File: src/rtl/button_debounce_if.sv
// Button conditioning bus: raw levels in, debounced levels and edge pulses out.
interface button_debounce_if #(
  parameter int unsigned width_p = 3
);
  logic [width_p-1:0] button_async_unsafe_i;
  logic [width_p-1:0] button_o;
  logic [width_p-1:0] press_o;
  logic [width_p-1:0] release_o;

  modport master (
    output button_async_unsafe_i,
    input  button_o,
    input  press_o,
    input  release_o
  );

  modport slave (
    input  button_async_unsafe_i,
    output button_o,
    output press_o,
    output release_o
  );
endinterface

File: src/rtl/button_debounce.sv
// Per-bit synchronizer plus stability-counter debouncer with press/release pulses.
module button_debounce #(
  parameter int unsigned width_p         = 3,
  parameter int unsigned sync_stages_p   = 2,
  parameter int unsigned stable_cycles_p = 120000
) (
  input  logic               clk_12mhz_i,
  input  logic               reset_n_async_unsafe_i,
  button_debounce_if.slave   bus
);

  localparam int unsigned CNT_W =
    ($clog2(stable_cycles_p + 1) < 1) ? 1 : $clog2(stable_cycles_p + 1);
  localparam logic [CNT_W-1:0] CNT_LAST = CNT_W'(stable_cycles_p - 1);

  logic [width_p-1:0] r_sync [sync_stages_p];
  logic [CNT_W-1:0]   r_cnt  [width_p];
  logic [width_p-1:0] r_button;
  logic [width_p-1:0] r_press;
  logic [width_p-1:0] r_release;
  logic [width_p-1:0] w_sync;

  assign w_sync = r_sync[sync_stages_p-1];

  always_ff @(posedge clk_12mhz_i or negedge reset_n_async_unsafe_i) begin
    if (!reset_n_async_unsafe_i) begin
      for (int unsigned j = 0; j < sync_stages_p; j++) r_sync[j] <= '0;
      for (int unsigned i = 0; i < width_p; i++) r_cnt[i] <= '0;
      r_button  <= '0;
      r_press   <= '0;
      r_release <= '0;
    end else begin
      r_sync[0] <= bus.button_async_unsafe_i;
      for (int unsigned j = 1; j < sync_stages_p; j++) r_sync[j] <= r_sync[j-1];
      for (int unsigned i = 0; i < width_p; i++) begin
        if (w_sync[i] == r_button[i]) begin
          r_cnt[i]     <= '0;
          r_press[i]   <= 1'b0;
          r_release[i] <= 1'b0;
        end else if (r_cnt[i] == CNT_LAST) begin
          // Flip only after the full run of disagreeing cycles; any agreement above restarts it.
          r_button[i]  <= w_sync[i];
          r_cnt[i]     <= '0;
          r_press[i]   <= w_sync[i];
          r_release[i] <= ~w_sync[i];
        end else begin
          r_cnt[i]     <= r_cnt[i] + 1'b1;
          r_press[i]   <= 1'b0;
          r_release[i] <= 1'b0;
        end
      end
    end
  end

  assign bus.button_o  = r_button;
  assign bus.press_o   = r_press;
  assign bus.release_o = r_release;

endmodule

File: src/flat_wrapper.sv
// flat-port wrapper written by rule: the top's interface ports become plain ports
module button_debounce_flat 
#(
  parameter int unsigned width_p         = 3,
  parameter int unsigned sync_stages_p   = 2,
  parameter int unsigned stable_cycles_p = 120000
)
  (clk_12mhz_i, reset_n_async_unsafe_i, bus_button_async_unsafe_i, bus_button_o, bus_press_o, bus_release_o);
  button_debounce_if #(.width_p(width_p)) bus_i ();
  input  logic clk_12mhz_i;
  input  logic reset_n_async_unsafe_i;
  input wire logic [$bits(bus_i.button_async_unsafe_i)-1:0] bus_button_async_unsafe_i;
  output wire logic [$bits(bus_i.button_o)-1:0] bus_button_o;
  output wire logic [$bits(bus_i.press_o)-1:0] bus_press_o;
  output wire logic [$bits(bus_i.release_o)-1:0] bus_release_o;
  assign bus_i.button_async_unsafe_i = bus_button_async_unsafe_i;
  assign bus_button_o = bus_i.button_o;
  assign bus_press_o = bus_i.press_o;
  assign bus_release_o = bus_i.release_o;
  button_debounce #(.width_p(width_p), .sync_stages_p(sync_stages_p), .stable_cycles_p(stable_cycles_p)) u_core (.clk_12mhz_i(clk_12mhz_i), .reset_n_async_unsafe_i(reset_n_async_unsafe_i), .bus(bus_i));
endmodule
File: config.mk
export PLATFORM = sky130hd
export DESIGN_NAME = button_debounce_flat
export DESIGN_NICKNAME = d
export VERILOG_FILES = /design/src/rtl/button_debounce_if.sv /design/src/rtl/button_debounce.sv /design/src/flat_wrapper.sv
export SDC_FILE = /design/constraint.sdc
export NUM_CORES = 1
export LEC_CHECK = 0
export ABC_AREA = 1
export CORE_AREA = 2 2 96 98
export CTS_CLUSTER_SIZE = 40
export DETAILED_ROUTE_END_ITERATION = 8
export DIE_AREA = 0 0 98 100
export SLEW_MARGIN = 20
export SYNTH_ARGS = -nofsm -noshare
export SYNTH_HDL_FRONTEND = slang
export SYNTH_SLANG_ARGS = --single-unit
File: constraint.sdc
create_clock -name clk_12mhz_i -period 2.8 [get_ports clk_12mhz_i]
set_clock_uncertainty 0.1 [all_clocks]
set_input_delay 0.56 -clock clk_12mhz_i [delete_from_list [all_inputs] [get_ports clk_12mhz_i]]
set_output_delay 0.56 -clock clk_12mhz_i [all_outputs]
set_load 0.1 [all_outputs]
# Word level (Yosys, flattened, before mapping)
# Index checks and enable logic that the tools add are counted.
# totals
ff_bits	66
out_inout_bits	9
word_cells	46
# classes
addsub	3
eq_ne	6
muxes	18
n_bitwise	6
n_reduce_logical	3
# op_table
operator	n
$mux W17	6
$add A17 B1 Y17 const B	3
$eq A17 B17 Y1 const B	3
$mux W1	12
$not A1 Y1	6
$reduce_and A2 Y1	3
$eq A1 B1 Y1	3

# Longest topological paths before layout
# Gate-level depths: netlist of run 1.
# depth
word_depth	3
depth_mapped	9

# Worst setup path before layout of run 1
# No wires, ideal clock.
# synth_timing
path_type	register to register
from	register u_core.r_button[2], in the netlist u_core.bus.button_o[2]
to	register u_core.r_cnt[10] (netlist bit)
arrival_time_ns	1.648
required_ns	2.577
setup_slack_ns	0.929
stages_incl_launch_ff	6
n_path_buf	0
synth_period_minus_slack_ns	1.871
path_cell_list	dfrtp_1 > nor2_1 > nor2_1 > inv_1 > nand2_2 > nor2_1
# synth_via
elab_chain_cells	2
# synth_rtl
item	line_no	text
from (decl)	button_debounce.sv:18	logic [width_p-1:0] r_button;
from (signal, indexed assignment)	button_debounce.sv:42	r_button[i] <= w_sync[i];
$eq A1 B1 Y1	button_debounce.sv:36	if (w_sync[i] == r_button[i]) begin
$mux W17	button_debounce.sv:36	
to (signal, indexed assignment)	button_debounce.sv:47	r_cnt[i] <= r_cnt[i] + 1'b1;
to (decl)	button_debounce.sv:17	logic [CNT_W-1:0] r_cnt [width_p];
# Every way passes these cells.
# A chain may end at the register's enable or synchronous reset.

# Worst setup path after layout of run 1
# layout_timing
from	register u_core.r_button[1], in the netlist u_core.bus.button_o[1]
to	output port bus_button_o[1]
# layout_rtl
item	line_no	text
to (decl)	flat_wrapper.sv:13	output wire logic [$bits(bus_i.button_o)-1:0] bus_button_o;
# No word-level cell between the ends.

==> results of run 1 <==
==> state kept, by name, summed over array words and instances (netlist names) <==
signal                flops
u_core.r_sync             3
u_core.bus.release_o      3
u_core.bus.button_o       3
u_core.w_sync             3
u_core.r_cnt             51
u_core.bus.press_o        3
==> worst max-delay path by stage <==
stage | startpoint | end
4_1_cts | u_core.bus.button_o[1]$_DFFE_PN0P_ | bus_button_o[1]
2_1_floorplan | u_core.bus.button_o[2]$_DFFE_PN0P_ | u_core.r_cnt[10]$_DFF_PN0_
3_5_place_dp | u_core.r_cnt[17]$_DFF_PN0_ | u_core.r_cnt[33]$_DFF_PN0_
3_3_place_gp | u_core.r_cnt[17]$_DFF_PN0_ | u_core.r_cnt[33]$_DFF_PN0_
6_report | u_core.bus.button_o[1]$_DFFE_PN0P_ | bus_button_o[1]
5_1_grt | u_core.bus.button_o[2]$_DFFE_PN0P_ | u_core.r_cnt[10]$_DFF_PN0_
==> layout make-up <==
type | count | area, µm² | share of cell area [%]
inverters | 50 | 187.7 | 4.847
well taps | 111 | 138.9 | 3.586
clock inverters | 6 | 113.9 | 2.940
repair buffers | 14 | 122.6 | 3.166
clock buffers | 10 | 137.6 | 3.554
flip-flops and latches | 66 | 1652 | 42.65
multi-input cells | 292 | 1520 | 39.26
==> power by group through the flow <==
stage,clock (W),combinational (W),sequential [W]
5_1_grt,0.00106,0.0000734,0.000982
2_1_floorplan,0,0.0000290,0.000996
3_5_place_dp,0,0.0000645,0.000999
6_report,0.000996,0.0000615,0.000980
4_1_cts,0.00102,0.0000648,0.000980
3_3_place_gp,0,0.0000638,0.000998
==> metrics by stage <==
step / instances / hold WS (ps) / utilization [%]
after floorplan: 408 / 164.4 / -
after global placement: 533 / 231.7 / 40.73
after detailed placement: 533 / 236.4 / 40.73
after CTS: 549 / 126.8 / 43.56
after global routing: 549 / 139.4 / 43.56
final: 549 / 101.6 / 43.56
==> cells by family (layout without fill, tap and decap cells) <==
logic type,after synthesis,count (layout),share of synthesized area [%]
buffers and inverters,50,80,5.587
DFF,66,66,49.16
and+or+nand+nor,250,250,35.23
AOI/OAI and AO/OA,12,12,1.862
xor gates and xnor gates,27,27,7.039
adders and majority gates,3,3,1.117
==> synthesized netlist by cell type <==
master and count:
o21bai_1 1, nor3_2 2, nand4_4 2, a21oi_1 4
nand3_1 14, inv_1 50, nand4_1 3, nand3b_1 3
nor2_4 6, nor3_1 6, nand2_4 1, ha_1 3
and2_0 2, o21ai_0 3, nand2_1 85, nor2_1 97
and2_1 2, xor2_1 17, dfrtp_1 66, o21ai_1 4
xnor2_1 10, nor3b_1 4, nand3_2 5, nand2_2 8
nor2_2 10
==> metal layers <==
| metal | global-route usage [%] | share of wire (%) | up-vias |
|---|---|---|---|
| li1 | - | - | 1300 |
| met1 | 18.76 | 49 | 1143 |
| met2 | 22.39 | 45 | 24 |
| met3 | 2.925 | 2.6 | 12 |
| met4 | 7.906 | 2.7 | 0 |
| met5 | 0 | 0 | - |
==> results.py, run 1 <==
metrics = {
    "worst_setup_path": {
        "crit_required_ps": 2140,
        "end_kind": "output port",
        "max_stage_delay_ps": 400,
        "r2r-end": "u_core.r_cnt[7]$_DFF_PN0_",
        "cp.depth": 1,
        "r2r_start": "u_core.bus.button_o[2]$_DFFE_PN0P_",
        "criticalPathCategory": "reg2out",
        "reg2reg_slack_ps": 1220,
        "critical-path-top-delay-family": "flip-flops",
        "worstPathCellList": "buf_4",
        "reg2reg_depth": 6,
        "slowest_stage": "dfrtp_1",
        "cp_num_buf_inv": 1,
        "cp.arrival_ps": 1070,
        "path_max_fanout": 4,
        "crit_path_start_kind": "flip-flop",
    },
    "place": {
        "io_buffers": 13,
        "hpwl_um": 4271,
        "finalWeightedCongestion": 0.8235,
        "pre_cts_ws_ps": 1200,
        "place_area_um2": 3621,
    },
    "detailed_routing": {
        "drt_iter0_drc": 111,
        "ant_nets": 0,
        "wl_per_cell_um": 11.10,
        "routed_wl_um": 6093,
        "vias": 2479,
        "viasPerCell": 4.515,
        "drcViolationCount": 0,
        "firstDrtPassIters": 4,
    },
    "sta": {
        "slew_violations": 0,
        "finalCritPeriodShare_pct": 61.67,
        "timing.final.ws_setup_ps": 1073,
        "setup-tns-final_ps": 0,
        "max_freq_mhz": 579.1,
        "slew_headroom_pct": 68.17,
        "tightest_slew_ps": 475.7,
        "period_needed_ps": 1727,
        "rsz0062_at_grt": "no",
        "setup-violations-final": 0,
        "hold_viol_final": 0,
    },
    "floorplanning": {
        "core_um2": 8890,
        "die_w_um": 98,
        "die_h_um": 100,
        "dieArea_um2": 9800,
        "rows": 35,
        "start_util_pct": 37.79,
        "ioPinCount": 14,
    },
    "pwr": {
        "finalPower_w": 0.002038,
        "ir_drop_mv": 0.2947,
        "p_clk_share_pct": 48.9,
        "power.leakage_nw": 1.669,
        "combPwrFrac_pct": 3.0,
        "p_int_w": 0.001602,
        "netSwitchingPower_w": 0.0004351,
        "switching_share_pct": 21.35,
        "pwr-share-seq_pct": 48.1,
        "powerDensity_nw_per_um2": 526.2,
    },
    "layout": {
        "antennaDiodeCount": 0,
        "layout-drive-gt1-share_pct": 13.93,
        "final_common_cell": "nor2_1",
        "final_area_um2": 3872,
        "syn2layout_area_growth_pct": 15.27,
        "nets": 441,
        "fill_cells": 885,
        "most-common-layout-cells": "nor2_1 (97), nand2_1 (85), dfrtp_1 (66)",
    },
    "grt": {
        "grt_overflow": 0,
        "grt_max_degree": 67,
        "first_global_vias": 2541,
        "grt_antenna_before_repair": 0,
        "grt_pass1_wl_um": 11300,
        "grt_usage_pct": 14.32,
    },
    "clock_tree": {
        "cts_post_setup_buffers_inserted": 0,
        "clock_sinks": 66,
        "clk_pin_slew_ps": 80,
        "cts.path.max_buffers": 2,
        "ctsResizeCount": 0,
        "cts-root-buf": "clkbuf_8",
        "cts_tree": "built",
        "postCtsHoldBufs": 0,
        "cts_buffers": 9,
        "clock_latency_ps": 350,
        "htreeDepth": 3,
    },
    "synthesis": {
        "seq_area_frac_synth_pct": 49.16,
        "yosysTopAreaCellShare_pct": 49.16,
        "ys_ff_latch": 66,
        "synth_area_um2": 3359,
        "synth_area_leader_cell": "dfrtp_1",
        "yosysUniqueCellTypes": 25,
        "synthTopCellsByArea": "dfrtp_1 (49%), nor2_1 (11%), nand2_1 (9.5%), inv_1 (5.6%), xor2_1 (4.4%)",
        "syn_nets": 416,
        "synth_warnings": 0,
        "synthCells": 408,
        "avgSynthCellArea_um2": 8.234,
    },
    "status": {
        "status": "finished, final reports clean",
    },
    "run": {
        "maxCapViolCount": 0,
    },
    "min_path": {
        "min_path_type": "in2async",
    },
}
Note: power is estimated with default switching activity, not from simulation.
==> inputs of run 2 (changes only) <==
==> constraint.sdc (replaced) <==
create_clock -name clk_12mhz_i -period 1.8 [get_ports clk_12mhz_i]
set_clock_uncertainty 0.1 [all_clocks]
set_input_delay 0.36 -clock clk_12mhz_i [delete_from_list [all_inputs] [get_ports clk_12mhz_i]]
set_output_delay 0.36 -clock clk_12mhz_i [all_outputs]
set_load 0.1 [all_outputs]
==> run 2 against run 1 <==
Compared with the run above: routed wire length grew 2.9%; register-to-register slack got worse by 990 ps; critical path depth grew 5; combinational power is 82% higher; highest routed layer unchanged; sequential power rose by 55%; critical path type is now reg2reg; non-clock buffer count rose by 6; worst setup slack worse by 840 ps.
==> results.py, run 2 (synthesis results as in run 1) <==
metrics = {
    "status": {
        "status": "finished, final reports clean",
    },
    "layout": {
        "most-common-layout-cells": "nor2_1 (97), nand2_1 (85), dfrtp_1 (63)",
        "syn2layout_area_growth_pct": 18.85,
        "largest_reg_flops": 51,
        "layout-drive-gt1-share_pct": 15.32,
        "nets": 447,
        "utilization_pct": 44.91,
        "largest-register": "u_core.r_cnt",
        "final_common_cell": "nor2_1",
        "antennaDiodeCount": 0,
    },
    "sta": {
        "whs_ps": 251.1,
        "tightest_slew_ps": 323.6,
        "hold_viol_final": 0,
        "max_freq_mhz": 638.0,
        "period_needed_ps": 1567,
        "slew_violations": 0,
        "rsz0062_at_grt": "no",
        "slew_headroom_pct": 78.42,
        "setup-violations-final": 0,
        "finalCritPeriodShare_pct": 87.07,
        "setup-tns-final_ps": 0,
    },
    "clock_tree": {
        "cts_buffers": 9,
        "cts.path.max_buffers": 2,
        "clock_sinks": 66,
        "cts_tree": "built",
        "clk_pin_slew_ps": 80,
        "ctsResizeCount": 0,
        "htreeDepth": 3,
        "cts_post_setup_buffers_inserted": 0,
        "cts-root-buf": "clkbuf_8",
        "clock_latency_ps": 340,
    },
    "grt": {
        "grt_max_degree": 24,
        "grt_pass1_wl_um": 11240,
        "first_global_vias": 2495,
        "grt_usage_pct": 14.18,
        "grt_antenna_before_repair": 0,
        "grt_overflow": 0,
    },
    "worst_setup_path": {
        "path_max_fanout": 10,
        "r2r_start": "u_core.r_cnt[0]$_DFF_PN0_",
        "r2r-end": "u_core.r_cnt[10]$_DFF_PN0_",
        "criticalPathCategory": "reg2reg",
        "cp.arrival_ps": 1690,
        "crit_required_ps": 1920,
        "reg2reg_depth": 6,
        "startpoint": "u_core.r_cnt[0]$_DFF_PN0_",
        "crit_path_start_kind": "flip-flop",
        "reg2reg_slack_ps": 230,
        "end_kind": "flip-flop",
    },
    "min_path": {
        "min_from": "u_core.r_sync[3]$_DFF_PN0_",
        "min_path_type": "reg2reg",
        "whs_path_depth": 0,
        "hold_end": "u_core.w_sync[0]$_DFF_PN0_",
    },
    "detailed_routing": {
        "routed_wl_um": 6269,
        "wl_per_cell_um": 11.30,
        "drcViolationCount": 0,
        "viasPerCell": 4.526,
        "vias": 2512,
        "firstDrtPassIters": 4,
        "drt_iter0_drc": 95,
        "ant_nets": 0,
    },
    "pwr": {
        "powerDensity_nw_per_um2": 716.8,
        "ir_drop_mv": 0.4229,
        "power.leakage_nw": 1.695,
    },
    "floorplanning": {
        "die_h_um": 100,
        "core_um2": 8890,
        "die_w_um": 98,
        "ioPinCount": 14,
        "dieArea_um2": 9800,
        "start_util_pct": 37.79,
        "rows": 35,
    },
    "place": {
        "hpwl_um": 4648,
        "io_buffers": 13,
        "finalWeightedCongestion": 0.8294,
    },
    "run": {
        "maxCapViolCount": 0,
    },
}
run 2: changes by cell type in the layout (fill, tap and decap cells not counted), sizes merged:
cell	delta
bufinv	-2
buf	+5
clkinv	+2
dlygate4sd3	+1
run 2: how the worst max path moves through the flow:
stage,cells past startpoint,to
final,6,u_core.r_cnt[10]$_DFF_PN0_
after global routing,9,u_core.r_cnt[14]$_DFF_PN0_
after CTS,6,u_core.r_cnt[10]$_DFF_PN0_
after detailed placement,6,u_core.r_cnt[44]$_DFF_PN0_
after global placement,8,u_core.r_cnt[33]$_DFF_PN0_
after floorplan,6,u_core.r_cnt[10]$_DFF_PN0_
run 2: power by group:
part / internal (W) / switching (W)
registers: 0.00150 / 0.0000202
clock network: 0.000642 / 0.000583
logic: 0.0000401 / 0.0000722
run 2: critical path, cell delays in order (launching register included):
cell     delay [ps]
dfrtp_1         400
ha_1            220
nand3_2         130
nor2_4          160
nand4_4         130
nand2_2         230
nor2_1           80
run 2: cell type report:
class | instances | area (µm²)
Tap cell | 111 | 138.9
Inverter | 50 | 187.7
Timing Repair Buffer | 20 | 295.3
Sequential cell | 66 | 1655
Multi-Input combinational cell | 292 | 1520
Clock inverter | 6 | 67.56
Fill cell | 866 | 4897
Clock buffer | 10 | 127.6
run 2: metal layers:
layer | routed length (µm) | vias to the layer above | GRT usage [%]
met5 | 0 | - | 0
met4 | 111 | 0 | 6.090
met3 | 178 | 9 | 2.925
met2 | 2889 | 28 | 22.34
met1 | 3090 | 1161 | 19.11
li1 | - | 1314 | -
run 2: per-stage QoR:
step	instance area, µm²	setup WS, ps	total power (W)	cells
after floorplan	3363	194.3	0.001595	408
after global placement	3787	299.6	0.001665	538
after detailed placement	3787	253.8	0.001668	538
after CTS	3993	221.3	0.002915	555
after global routing	3993	51.60	0.002984	555
final	3993	232.7	0.002862	555
run 2: repair_timing:
action	4_1_cts	5_1_grt
endpoints found under the setup margin	0	0
hold buffers	1	0
endpoints found under the hold margin	8	0
